$ cat src/rtl/apb_ctrl_pkg.sv
// Shared types and constants for the APB master controller and its requester arbiter.
// Register-file addresses match the 8-register APB slave this controller fronts.
package apb_ctrl_pkg;

    typedef enum logic [1:0] {
        IDLE   = 2'd0,
        SETUP  = 2'd1,
        ACCESS = 2'd2,
        RESP   = 2'd3
    } apb_state_e;

    localparam int ADDR_W_DEF = 8;
    localparam int DATA_W_DEF = 8;

    localparam logic [7:0] REG_ADDR_0 = 8'h00;
    localparam logic [7:0] REG_ADDR_1 = 8'h01;
    localparam logic [7:0] REG_ADDR_2 = 8'h02;
    localparam logic [7:0] REG_ADDR_3 = 8'h03;
    localparam logic [7:0] REG_ADDR_4 = 8'h04;
    localparam logic [7:0] REG_ADDR_5 = 8'h05;
    localparam logic [7:0] REG_ADDR_6 = 8'h06;
    localparam logic [7:0] REG_ADDR_7 = 8'h07;

    // Wait counter is never narrower than 5 bits so small TIMEOUT values still fit.
    function automatic int cnt_width(input int limit);
        int w;
        w = $clog2(limit + 1);
        return (w < 5) ? 5 : w;
    endfunction

endpackage

$ cat src/rtl/rr_arbiter.sv
// Combinational round-robin picker: first set request at or after (ptr+1) mod NUM_REQ.
// The pointer register is owned by the parent so it can be updated only on an accept.
module rr_arbiter
#(
    parameter int NUM_REQ = 2,
    parameter int IDX_W   = (NUM_REQ > 1) ? $clog2(NUM_REQ) : 1
)
(
    input  logic [NUM_REQ-1:0] req_i,
    input  logic [IDX_W-1:0]   ptr_i,
    input  logic               enable_i,
    output logic [NUM_REQ-1:0] grant_o,
    output logic [IDX_W-1:0]   grant_idx_o
);

    always_comb begin
        logic             found;
        logic [IDX_W-1:0] idx;
        grant_o     = '0;
        grant_idx_o = '0;
        found       = 1'b0;
        idx         = '0;
        for (int k = 1; k <= NUM_REQ; k++) begin
            idx = IDX_W'((int'(ptr_i) + k) % NUM_REQ);
            if (enable_i && !found && req_i[idx]) begin
                grant_o[idx] = 1'b1;
                grant_idx_o  = idx;
                found        = 1'b1;
            end
        end
    end

endmodule

$ cat src/rtl/apb_master_arbiter.sv
// Shares one APB slave port between NUM_REQ requesters with round-robin arbitration.
// Optional ACCESS-phase timeout is enabled by defining APB_TIMEOUT_EN.
module apb_master_arbiter
    import apb_ctrl_pkg::*;
#(
    parameter int NUM_REQ = 2,
    parameter int ADDR_W  = ADDR_W_DEF,
    parameter int DATA_W  = DATA_W_DEF,
    parameter int TIMEOUT = 16
)
(
    input  logic                      pclk,
    input  logic                      preset,
    input  logic [NUM_REQ-1:0]        req_valid,
    output logic [NUM_REQ-1:0]        req_ready,
    input  logic [NUM_REQ-1:0]        req_write,
    input  logic [NUM_REQ*ADDR_W-1:0] req_addr,
    input  logic [NUM_REQ*DATA_W-1:0] req_wdata,
    output logic [NUM_REQ-1:0]        rsp_valid,
    output logic [DATA_W-1:0]         rsp_rdata,
    output logic                      rsp_err,
    output logic                      psel,
    output logic                      penable,
    output logic                      pwrite,
    output logic [ADDR_W-1:0]         paddr,
    output logic [DATA_W-1:0]         pwdata,
    input  logic [DATA_W-1:0]         prdata,
    input  logic                      pready,
    input  logic                      pslverr
);

    // state  | meaning
    // IDLE   | arbitrate; req_ready pulses to the granted requester
    // SETUP  | psel=1, penable=0 for one cycle
    // ACCESS | psel=penable=1 until pready (or timeout)
    // RESP   | one-cycle rsp_valid to the owner

    localparam int IDX_W = (NUM_REQ > 1) ? $clog2(NUM_REQ) : 1;

    if (NUM_REQ < 2 || NUM_REQ > 8 || TIMEOUT < 1) begin : g_param_check
        $error("apb_master_arbiter: NUM_REQ must be 2..8 and TIMEOUT >= 1");
    end

    apb_state_e           state_q;
    logic [IDX_W-1:0]     ptr_q, owner_q;
    logic                 psel_q, penable_q, pwrite_q, err_q;
    logic [ADDR_W-1:0]    paddr_q;
    logic [DATA_W-1:0]    pwdata_q, rdata_q;
    logic [NUM_REQ-1:0]   rsp_valid_q;
    logic [NUM_REQ-1:0]   grant_oh;
    logic [IDX_W-1:0]     grant_idx;
    logic                 to_hit;

    logic [ADDR_W-1:0] addr_arr  [NUM_REQ];
    logic [DATA_W-1:0] wdata_arr [NUM_REQ];

    for (genvar g = 0; g < NUM_REQ; g++) begin : g_unpack
        assign addr_arr[g]  = req_addr[g*ADDR_W +: ADDR_W];
        assign wdata_arr[g] = req_wdata[g*DATA_W +: DATA_W];
    end

    // Gated by preset so no accept strobe is shown for a cycle that reset discards.
    rr_arbiter #(.NUM_REQ(NUM_REQ), .IDX_W(IDX_W)) u_rr (
        .req_i       (req_valid),
        .ptr_i       (ptr_q),
        .enable_i    ((state_q == IDLE) && !preset),
        .grant_o     (grant_oh),
        .grant_idx_o (grant_idx)
    );

`ifdef APB_TIMEOUT_EN
    localparam int TO_W = cnt_width(TIMEOUT);
    logic [TO_W-1:0] cnt_q;
    assign to_hit = !pready && (cnt_q == TO_W'(TIMEOUT - 1));
`else
    assign to_hit = 1'b0;
`endif

    always_ff @(posedge pclk) begin
        if (preset) begin
            state_q     <= IDLE;
            ptr_q       <= IDX_W'(NUM_REQ - 1);
            owner_q     <= '0;
            psel_q      <= 1'b0;
            penable_q   <= 1'b0;
            pwrite_q    <= 1'b0;
            paddr_q     <= '0;
            pwdata_q    <= '0;
            rdata_q     <= '0;
            err_q       <= 1'b0;
            rsp_valid_q <= '0;
`ifdef APB_TIMEOUT_EN
            cnt_q       <= '0;
`endif
        end else begin
            rsp_valid_q <= '0;
            case (state_q)
                IDLE: begin
                    if (|grant_oh) begin
                        state_q  <= SETUP;
                        ptr_q    <= grant_idx;
                        owner_q  <= grant_idx;
                        psel_q   <= 1'b1;
                        pwrite_q <= req_write[grant_idx];
                        paddr_q  <= addr_arr[grant_idx];
                        pwdata_q <= wdata_arr[grant_idx];
                    end
                end
                SETUP: begin
                    state_q   <= ACCESS;
                    penable_q <= 1'b1;
`ifdef APB_TIMEOUT_EN
                    cnt_q     <= '0;
`endif
                end
                ACCESS: begin
                    if (pready || to_hit) begin
                        state_q              <= RESP;
                        psel_q               <= 1'b0;
                        penable_q            <= 1'b0;
                        pwrite_q             <= 1'b0;
                        paddr_q              <= '0;
                        pwdata_q             <= '0;
                        rsp_valid_q[owner_q] <= 1'b1;
                        rdata_q              <= (to_hit || pwrite_q) ? '0 : prdata;
                        err_q                <= to_hit || pslverr;
                    end
`ifdef APB_TIMEOUT_EN
                    else begin
                        cnt_q <= cnt_q + 1'b1;
                    end
`endif
                end
                RESP:    state_q <= IDLE;
                default: state_q <= IDLE;
            endcase
        end
    end

    assign req_ready = grant_oh;
    assign rsp_valid = rsp_valid_q;
    assign rsp_rdata = rdata_q;
    assign rsp_err   = err_q;
    assign psel      = psel_q;
    assign penable   = penable_q;
    assign pwrite    = pwrite_q;
    assign paddr     = paddr_q;
    assign pwdata    = pwdata_q;

endmodule

$ cat config.mk
export PLATFORM = sky130hd
export DESIGN_NAME = apb_master_arbiter
export DESIGN_NICKNAME = d
export VERILOG_FILES = /design/src/rtl/apb_ctrl_pkg.sv /design/src/rtl/rr_arbiter.sv /design/src/rtl/apb_master_arbiter.sv
export SDC_FILE = /design/constraint.sdc
export NUM_CORES = 1
export LEC_CHECK = 0
export ABC_CLOCK_PERIOD_IN_PS = 2100
export CORE_UTILIZATION = 41
export CTS_CLUSTER_DIAMETER = 150
export CTS_CLUSTER_SIZE = 16
export DETAILED_ROUTE_END_ITERATION = 7
export HOLD_SLACK_MARGIN = 0.03
export PLACE_DENSITY = 0.78
export SETUP_SLACK_MARGIN = 0.3
export SYNTH_ARGS = -nofsm -noshare
export SYNTH_HDL_FRONTEND = slang
export SYNTH_SLANG_ARGS = --single-unit
$ cat constraint.sdc
create_clock -name pclk -period 2.1 [get_ports pclk]
set_input_delay 0.315 -clock pclk [delete_from_list [all_inputs] [get_ports pclk]]
set_output_delay 0.315 -clock pclk [all_outputs]
set_load 0.02 [all_outputs]
==> summary.txt, run 1 <==
Status
  • Status: completed

Floorplanning
  • Starting Density: ~43%
  • DIE AREA: ~4500 sq um
  • Die X: just under 70 microns
  • Core footprint: between 4000 and 5000 sq um
  • Core Rows: 23
  • I/O Pins: 80
  • Die Ht: between 60 and 70 microns

STA
  • Final Max Tran Viols: 0
  • Fin crit share: 83.95%
  • RSZ-0062 raised after global routing: yes
  • Setup Skew: roughly 0.0076 ns
  • Min Hold Slack: approximately 0.45 ns
  • Final Hold Viols: 0
  • Setup_tns: 0 ns
  • Fin crit period: approximately 1.8 ns
  • Achievable Freq: 567.2 MHz
  • Final number of setup-violating endpoints: 0
  • Slew @ Worst Pin: about 0.38 ns
  • Worst slew margin: 74.76%

Clock tree
  • Clk pin slew, worst setup/hold paths: roughly 0.07 ns
  • Max clock buf depth: 2
  • CTS Hold Bufs: 0
  • CTS buffer count: 5
  • Clock root buffer: clkbuf_8
  • CTS tree: built
  • Max H-tree Level: 2
  • Clock sinks: 34
  • Clk_lat worst skew: 0.28 ns

Detailed routing
  • Metal2 WL: between 2000 and 2500 microns
  • Met1 Routed Length: ~2100 microns
  • Uppermost layer routed: met4
  • Met3 wire len: 311 microns
  • Vias: between 1500 and 2000
  • Antenna violation net count after detailed routing: 0
  • Starting DRT DRC Count: between 100 and 150
  • WL final: just under 5000 microns
  • DR vias/cell: between 5 and 6
  • DRT Pass-1 Iters: 4
  • DRC errors left: 0
  • Drt wl/cell: roughly 15 microns

Run
  • Max cap viols: 0

Critical path
  • CP Capture Type: register
  • CP Cell Sequence: inv_2, ha_1, buf_4, nor3b_4, buf_12, clkbuf_16, nand3_1, o221ai_2
  • Crit Path Class: register to register
  • WP data arrival: roughly 2.0 ns
  • CP startpoint kind: register
  • Crit path required time: 2.31 ns
  • CP Buf/Inv Count: 4
  • Max incr delay on CP: about 0.34 ns
  • Worst path slowest cell: dfxtp_2
  • Crit path max-delay family: buffers and inverters
  • CP Max Fanout: 13

Global routing
  • Global-route wire length before repair: just over 7000 microns
  • Global-route usage over all layers: 20.50%
  • Global route total overflow: 0
  • Pin count of the biggest net entering global routing: 36
  • Initial antenna violation count: 0
  • Vias in the first global route: between 1500 and 2000

Power and ir drop
  • Clk pwr share: between 10 and 15%
  • Leakage: between 1 and 1.5 nW
  • Worst vdd ir: between 0.0005 and 0.0006 V
  • P per Cell Area: ~1200 nW/um^2
  • Sequential share of power: 27.5%
  • Net Sw Frac: between 30% and 40%
  • Sw Pwr: between 0.001 and 0.0015 W
  • Combinational power share: between 50% and 60%
  • Power Internal: 0.002115 W

Finish
  • Nets@finish: 327
  • Layout Cells excl Fill: between 300 and 400
  • Share of layout cells above drive strength 1: roughly 17%
  • Antenna Cells: 0
  • Area growth syn-to-layout: 61.81%

Logic synthesis
  • Synth Cell Area: about 1700 sq um
  • Synth warnings: 0
  • Post-Synthesis Cells: ~190
  • Post-synth top area share: between 30 and 40%
  • Most frequent cell after synthesis: dfxtp_1
  • Mapped Nets: around 240
  • Yosys reg bits: 34
  • Post-synthesis cell type count: 33
  • EDFF count, synth: 0
  • Avg Inst Size Synth: 9.222 sq um
  • Synth async-reset ratio: 0%
  • Synth top area cells: dfxtp_1 (39%), o2111ai_1 (8.5%), o221ai_2 (7.8%)
  • Top FF cell, synth: dfxtp_1
  • Cell taking the most area after synthesis: dfxtp_1
  • Register area share after synthesis: roughly two fifths
  • Synth top cells by count: dfxtp_1 (34), inv_1 (22), nand3_1 (18)

Placement
  • IO buf count: ~80
  • Post-DP HPWL: ~3100 microns
  • Routability cong.: about 0.77
  • Placed cells: approximately 310

Min path
  • Worst min path class: register to register
-- power by group through the flow --
stage / clock [W] / sequential (W) / combinational (W)
after global routing: 0.000538 / 0.000970 / 0.00217
final: 0.000491 / 0.000950 / 0.00201
after floorplan: 0 / 0.00114 / 0.000903
after global placement: 0 / 0.000948 / 0.00165
after detailed placement: 0 / 0.000956 / 0.00166
after CTS: 0.000507 / 0.000949 / 0.00175
-- stage by stage --
step	setup slack, ns	instance area, sq um	power, W	util [%]
global placement	-0.1025	2594	0.002597	64.38
detailed placement	-0.1464	2594	0.002619	64.38
global route	0.2490	2820	0.003675	70.00
finish	0.3369	2820	0.003454	70.00
CTS	0.1870	2716	0.003204	67.42
floorplan	0.3655	1743	0.002041	-
-- sequential cells by signal, summed over array words and instances (netlist names) --
| register | count |
|---|---|
| paddr | 8 |
| pwdata | 8 |
| rsp_rdata | 8 |
| rsp_valid | 2 |
| state_q | 2 |
| owner_q | 1 |
| penable | 1 |
| psel | 1 |
| ptr_q | 1 |
| pwrite | 1 |
| rsp_err | 1 |
-- placed cells by master (no fill, tap or decap), types with 2 or more instances in the layout --
cell and instances:
a21oi_1 11, buf_12 4, buf_4 11, clkbuf_16 3, clkbuf_8 6, clkdlybuf4s50_1 76
dfxtp_1 33, ha_1 3, inv_1 20, inv_2 2, nand2_1 16, nand3_1 18
nand4_1 8, nor2_1 3, nor2b_1 2, nor3b_1 2, o2111ai_1 17, o221ai_1 7
o221ai_2 10
-- per-layer routing --
metal  track usage, %  vias up
met5                0        -
met4            3.989        0
met2            36.75       69
li1                 -      877
met3            5.405        4
met1            24.41      847
-- final cells by class --
type / instances / area, sq um
fillers: 326 / 1209
repair buffers: 98 / 1028
multi-input cells: 113 / 869.6
flip-flops and latches: 34 / 681.9
clock buffers: 7 / 86.33
inverters: 23 / 86.33
well taps: 50 / 62.56
clock inverters: 1 / 5.005
-- cell families after synthesis --
logic type | count (synthesis) | share of synthesized area, %
adders and majority gates | 4 | 2.872
AOI/OAI and AO/OA | 53 | 28.07
DFF | 34 | 39.05
buffers and inverters | 42 | 12.13
muxes | 1 | 0.5743
and+or+nand+nor | 55 | 17.30
-- worst min-delay path, delay by kind of cell (launching register included) --
family | cells | cell delay, ns
AOI/OAI and AO/OA | 1 | 0.05
DFF | 1 | 0.31
and+or+nand+nor | 1 | 0.05
-- path summary, 6_finish.rpt --
check / slack, ns / to / from / cells past startpoint
max reg2reg: 0.34 / pwdata[2] / state_q[0] / 8
min: 0.45 / rsp_rdata[3] / rsp_rdata[3] / 2
max: 0.34 / pwdata[2] / state_q[0] / 8
min reg2reg: 0.45 / rsp_rdata[3] / rsp_rdata[3] / 2
-- timing repair --
| action | in CTS | in global routing |
|---|---|---|
| setup buffers | 1 | 1 |
| resized for setup | 9 | 5 |
| setup endpoints to repair | 20 | 3 |
| pin swaps | 1 | 1 |
| cloned | 0 | 4 |
Note: power is estimated with default switching activity, not from simulation.
==> inputs of run 2 (changes only) <==
--- a/config.mk
+++ b/config.mk
@@ -5,7 +5,7 @@
 export SDC_FILE = /design/constraint.sdc
 export NUM_CORES = 1
 export LEC_CHECK = 0
-export ABC_CLOCK_PERIOD_IN_PS = 2100
+export ABC_CLOCK_PERIOD_IN_PS = 1700
 export CORE_UTILIZATION = 41
 export CTS_CLUSTER_DIAMETER = 150
 export CTS_CLUSTER_SIZE = 16
==> constraint.sdc (replaced) <==
create_clock -name pclk -period 1.7 [get_ports pclk]
set_input_delay 0.255 -clock pclk [delete_from_list [all_inputs] [get_ports pclk]]
set_output_delay 0.255 -clock pclk [all_outputs]
set_load 0.02 [all_outputs]
==> run 2 against run 1 <==
- routed wire length grew 7.4%
- critical path type unchanged
- largest power group unchanged
- sequential power grew 22%
- count of clock-buffer cells in the layout is the same
- register-to-register slack lost 0.26 ns
- setup slack lost 0.26 ns
- clock skew shrank 0.0043 ns
- sequential share of layout area shrank 0.77 points
- non-clock buffer count grew 6
- core utilization grew 2.4 points
==> summary.txt, run 2 (synthesis gave the netlist of run 1 again) <==
Status
  • Status: completed

Critical path
  • CP Capture Type: register
  • Crit path max-delay family: buffers and inverters
  • Crit Path Class: register to register
  • CP Buf/Inv Count: 3 (-1)
  • Crit path required time: 1.91 ns (-0.40 ns)
  • CP startpoint kind: register
  • CP Max Fanout: 12 (-1)
  • Most frequent CP cell: buf_4
  • WP data arrival: 1.83 ns (-0.14 ns)
  • CP Cell Sequence: inv_2, buf_4, ha_4, nor3b_4, buf_4, nand3_1, o221ai_2
  • Worst path slowest cell: dfxtp_2
  • Max incr delay on CP: 0.34 ns (about the same)

STA
  • Final Max Tran Viols: 0 (unchanged)
  • Setup Skew: 0.003313 ns (-0.004331 ns)
  • Setup_tns: 0 ns (unchanged)
  • Fin crit share: 95.44% (+11 points)
  • Final number of setup-violating endpoints: 0 (unchanged)
  • Slew @ Worst Pin: 0.2906 ns (-0.08712 ns)
  • Fin crit period: 1.623 ns (-0.1405 ns)
  • Worst slew margin: 80.51% (+5.7 points)
  • RSZ-0062 raised after global routing: yes
  • Achievable Freq: 616.3 MHz (+8.7%)
  • Final Hold Viols: 0 (unchanged)

Power and ir drop
  • Sw Pwr: 0.001771 W (+32%)
  • Combinational power share: 59.5% (+1.2 points)
  • P per Cell Area: 1503 nW/um^2 (+23%)
  • Sequential share of power: 26.4% (-1.1 points)
  • Leakage: 1.198 nW (+17%)
  • Clk pwr share: 14.1% (about the same)
  • Net Sw Frac: 40.38% (+1.6 points)
  • Power Internal: 0.002615 W (+24%)
  • Worst vdd ir: 0.001106 V (+96%)

Clock tree
  • CTS Hold Bufs: 0 (unchanged)
  • Max clock buf depth: 2 (unchanged)
  • Clock sinks: 34 (unchanged)
  • Clk pin slew, worst setup/hold paths: 0.07 ns (about the same)
  • Clock root buffer: clkbuf_8
  • CTS buffer count: 5 (unchanged)
  • Clk_lat worst skew: 0.28 ns (about the same)
  • CTS tree: built
  • Max H-tree Level: 2 (unchanged)

Global routing
  • Initial antenna violation count: 0 (unchanged)
  • Global-route usage over all layers: 22.44% (+1.9 points)
  • Global route total overflow: 0 (unchanged)
  • Pin count of the biggest net entering global routing: 36 (unchanged)
  • Global-route wire length before repair: 7514 microns (+6.5%)
  • Vias in the first global route: 1684 (+4.3%)

Finish
  • Commonest non-fill, non-tap cell in the layout: clkdlybuf4s50_1
  • Antenna Cells: 0 (unchanged)
  • Post-route core utilization: 72.42% (+2.4 points)
  • Area growth syn-to-layout: 67.41%
  • Layout Cells excl Fill: 332 (+1.8%)
  • Nets@finish: 333 (+1.8%)
  • Share of layout cells above drive strength 1: 23.76% (+7.1 points)
  • Most frequent cells in the layout: clkdlybuf4s50_1 (45), dlygate4sd2_1 (32), dfxtp_1 (32), inv_1 (19), nand3_1 (18)

Min path
  • Worst min path class: register to register

Floorplanning
  • Core Rows: 23 (unchanged)
  • DIE AREA: 4516 sq um (unchanged)
  • I/O Pins: 80 (unchanged)
  • Core footprint: 4029 sq um (unchanged)
  • Starting Density: 43.26% (unchanged)
  • Die X: 67.20 microns (unchanged)
  • Die Ht: 67.20 microns (unchanged)

Placement
  • Post-DP HPWL: 3322 microns (+8.4%)
  • Routability cong.: 0.7216 (-6.3%)
  • Placed cells: 318 (+1.9%)
  • IO buf count: 79 (unchanged)

Detailed routing
  • WL final: 5275 microns (+7.4%)
  • Drt wl/cell: 15.89 microns (+5.4%)
  • Antenna violation net count after detailed routing: 0 (unchanged)
  • Starting DRT DRC Count: 83 (-20%)
  • Vias: 1797 (unchanged)
  • DRC errors left: 0 (unchanged)
  • DR vias/cell: 5.413 (-1.8%)
  • DRT Pass-1 Iters: 4 (unchanged)

Run
  • Max cap viols: 0 (unchanged)
run 2: what timing repair did:
item / in CTS / in global routing
setup endpoints to repair: 64 / 24
cloned: 1 / 1
resized for setup: 52 / 15
pin swaps: 3 / 3
setup buffers: 3 / 1
run 2: through the flow:
stage	hold WS [ns]	area, sq um	setup slack, ns	power [W]
global route	0.4756	2918	0.007038	0.004645
finish	0.4601	2918	0.07745	0.004385
floorplan	0.4025	1769	0.1297	0.002572
CTS	0.4619	2808	0.08562	0.004141
global placement	0.4458	2674	-0.4161	0.003414
detailed placement	0.4536	2674	-0.4343	0.003463
run 2: routing by layer:
metal	track usage (%)	part of all wire (%)	routed length [microns]	vias up
met2	38.75	49	2592	55
met4	7.979	1.5	79	0
met1	26.42	43	2270	849
met5	0	0	0	-
li1	-	-	-	886
met3	6.081	6.3	332	7
run 2: worst paths after layout:
kind	startpoint	endpoint	slack [ns]	cells after the start
setup / recovery	state_q[0]	paddr[4]	0.08	7
setup reg to reg	state_q[0]	paddr[4]	0.08	7
hold / removal	rsp_rdata[5]	rsp_rdata[5]	0.46	2
hold reg to reg	rsp_rdata[5]	rsp_rdata[5]	0.46	2
run 2: worst min-delay path, cell delays in order (launching register included):
cell and delay (ns):
dfxtp_1 0.31, nand2_1 0.05, a21oi_1 0.05
run 2: cell type report:
| class | instances | area [sq um] |
|---|---|---|
| sequential | 34 | 683.2 |
| fill | 330 | 1111 |
| timing repair buffer | 104 | 1031 |
| tap | 50 | 62.56 |
| inverter | 23 | 91.34 |
| clock buffer | 7 | 86.33 |
| clock inverter | 1 | 5.005 |
| multi-input combinational | 113 | 958.4 |
run 2: power by group through the flow:
| stage | Combinational (W) | Clock [W] | Sequential, W |
|---|---|---|---|
| finish | 0.00261 | 0.000618 | 0.00116 |
| global route | 0.00280 | 0.000660 | 0.00118 |
| CTS | 0.00236 | 0.000624 | 0.00116 |
| detailed placement | 0.00228 | 0 | 0.00118 |
| global placement | 0.00224 | 0 | 0.00117 |
| floorplan | 0.00116 | 0 | 0.00142 |
==> RTL change: new RTL, config.mk and constraints of run 1 <==
Encoding of `apb_state_e`: now one-hot (4 bits for 4 states).
--- a/src/rtl/apb_ctrl_pkg.sv
+++ b/src/rtl/apb_ctrl_pkg.sv
@@ -2,11 +2,11 @@
 // Register-file addresses match the 8-register APB slave this controller fronts.
 package apb_ctrl_pkg;
 
-    typedef enum logic [1:0] {
-        IDLE   = 2'd0,
-        SETUP  = 2'd1,
-        ACCESS = 2'd2,
-        RESP   = 2'd3
+    typedef enum logic [3:0] {
+        IDLE   = 4'b0001,
+        SETUP  = 4'b0010,
+        ACCESS = 4'b0100,
+        RESP   = 4'b1000
     } apb_state_e;
 
     localparam int ADDR_W_DEF = 8;
Formal check against the unedited RTL: same outputs for any inputs over 10 cycles, from zero or initial values and one cycle with preset high; not proved beyond that.
==> RTL change against run 1 <==
Wire length is 25% lower. Area after synthesis is 5.6% lower. Design area is 8.2% lower. Via count is 18% lower. Sequential cell count is 2 higher. Worst setup slack better by 51 ps. First-iteration DRC count is 40% lower. Maximum frequency is 3.0% higher. Critical path type is now register to output pin.
Power is not compared: it rests on default switching activity, and its combinational part moved more than twofold at a synthesized area within 25%.
==> RTL change: results (changes against run 1) <==
[global_routing]
use_met2=0.3106  ; was 0.3675
first_global_vias=1373  ; was 1615
grt_util_met1=0.2123  ; was 0.2441
grt_usage=0.1934  ; was 0.2050
grt_pass1_wl_um=6120  ; was 7058 um
grt_max_degree=25  ; was 36

[yosys]
netlist_top_cells_count=dfxtp_1 (36), inv_1 (18), mux2i_1 (17), a21oi_1 (13), nand2_1 (13)  ; was dfxtp_1 (34), inv_1 (22), nand3_1 (18), o2111ai_1 (17), nand2_1 (16)
netlist_instances=163  ; was 189
yosysUniqueCellTypes=35  ; was 33
ys_top_cells_by_area=dfxtp_1 (44%), mux2i_1 (10%), o32ai_2 (7.9%), o32ai_1 (4.3%), inv_1 (4.1%)  ; was dfxtp_1 (39%), o2111ai_1 (8.5%), o221ai_2 (7.8%), nand3_1 (5.2%), inv_1 (4.7%)
synth_area_um2=1645  ; was 1743 um^2
synth-seq-area-share=0.4380  ; was 0.3905

[place]
placed_area_um2=2510  ; was 2594 um^2
dp.cells=290  ; was 312

[worst_setup_path]
max_stage_delay_ps=380  ; was 340 ps
worst-path-max-fanout=7  ; was 13
worst_ep_arrival_time_ps=1400  ; was 1970 ps

[routing]
drtIter0Drc=62  ; was 104
wl_per_cell_um=12.33  ; was 15.07 um
met1_length_um=1452  ; was 2110 um
vias_per_cell=4.956  ; was 5.512
finalWirelength_um=3673  ; was 4913 um
wl_met2_um=1734  ; was 2451 um
met3_length_um=423  ; was 311 um

[sta]
slew_headroom=0.7973  ; was 0.7476
skew_ps=3.654  ; was 7.643 ps

[final_layout]
layout.nets=298  ; was 327
buffers=93  ; was 98
layout-drive-gt1-share=0.1600  ; was 0.1667
seqCellArea_um2=724.4  ; was 681.9 um^2
inverters=19  ; was 23
buf_share=0.3470  ; was 0.3647
n_clock_buffer=6  ; was 7

[status]
status=finished clean  ; unchanged

==> RTL change: changes by cell type after synthesis, sizes merged, moves of 8 or more <==
cell,delta
nand4,-8
o221ai,-17
mux2i,+16
o2111ai,-17
o32ai,+17
nand3,-10
==> RTL change: final timing paths <==
| path | start | end | slack (ps) | cells after the start |
|---|---|---|---|---|
| worst max-delay path | state_q[3] | req_ready[0] | 390 | 3 |
| worst min register to register | rsp_rdata[0] | rsp_rdata[0] | 450 | 2 |
| worst min-delay path | rsp_rdata[0] | rsp_rdata[0] | 450 | 2 |
| worst max register to register | state_q[3] | pwdata[4] | 440 | 7 |
==> RTL change: repair_timing <==
action / in CTS / in global routing
buffers inserted: 1 / 0
gates resized for setup: 8 / 2
setup endpoints to repair: 2 / 1
pin swaps: 1 / 2
==> RTL change: report_power, final <==
| part | switching, uW | internal, uW |
|---|---|---|
| clock network | 229 | 225 |
| registers | 29.2 | 735 |
| logic | 231 | 273 |
| total | 490 | 1230 |
==> RTL change: per-stage QoR <==
| step | power (uW) | worst slack, ps | utilization |
|---|---|---|---|
| floorplan | 1055 | 520.5 | - |
| detailed placement | 1284 | -3.528 | 0.6705 |
| finish | 1723 | 387.9 | 0.6915 |
| CTS | 1745 | 331.0 | 0.6925 |
| global route | 1826 | 321.0 | 0.6915 |
| global placement | 1277 | 26.33 | 0.6705 |
==> RTL change: kinds of logic (layout without fill, tap and decap cells) <==
family / count (synthesis) / after routing / share of synthesized area
compound gates: 36 / 36 / 0.2068
buf+inv: 32 / 119 / 0.1042
flops: 36 / 36 / 0.4380
mux: 17 / 17 / 0.1034
simple gates: 42 / 42 / 0.1475
==> RTL change: critical path, delay by kind of cell, from the launching register on <==
family	cells	cell delay, ps
flops	1	380
buf+inv	1	160
simple gates	2	580
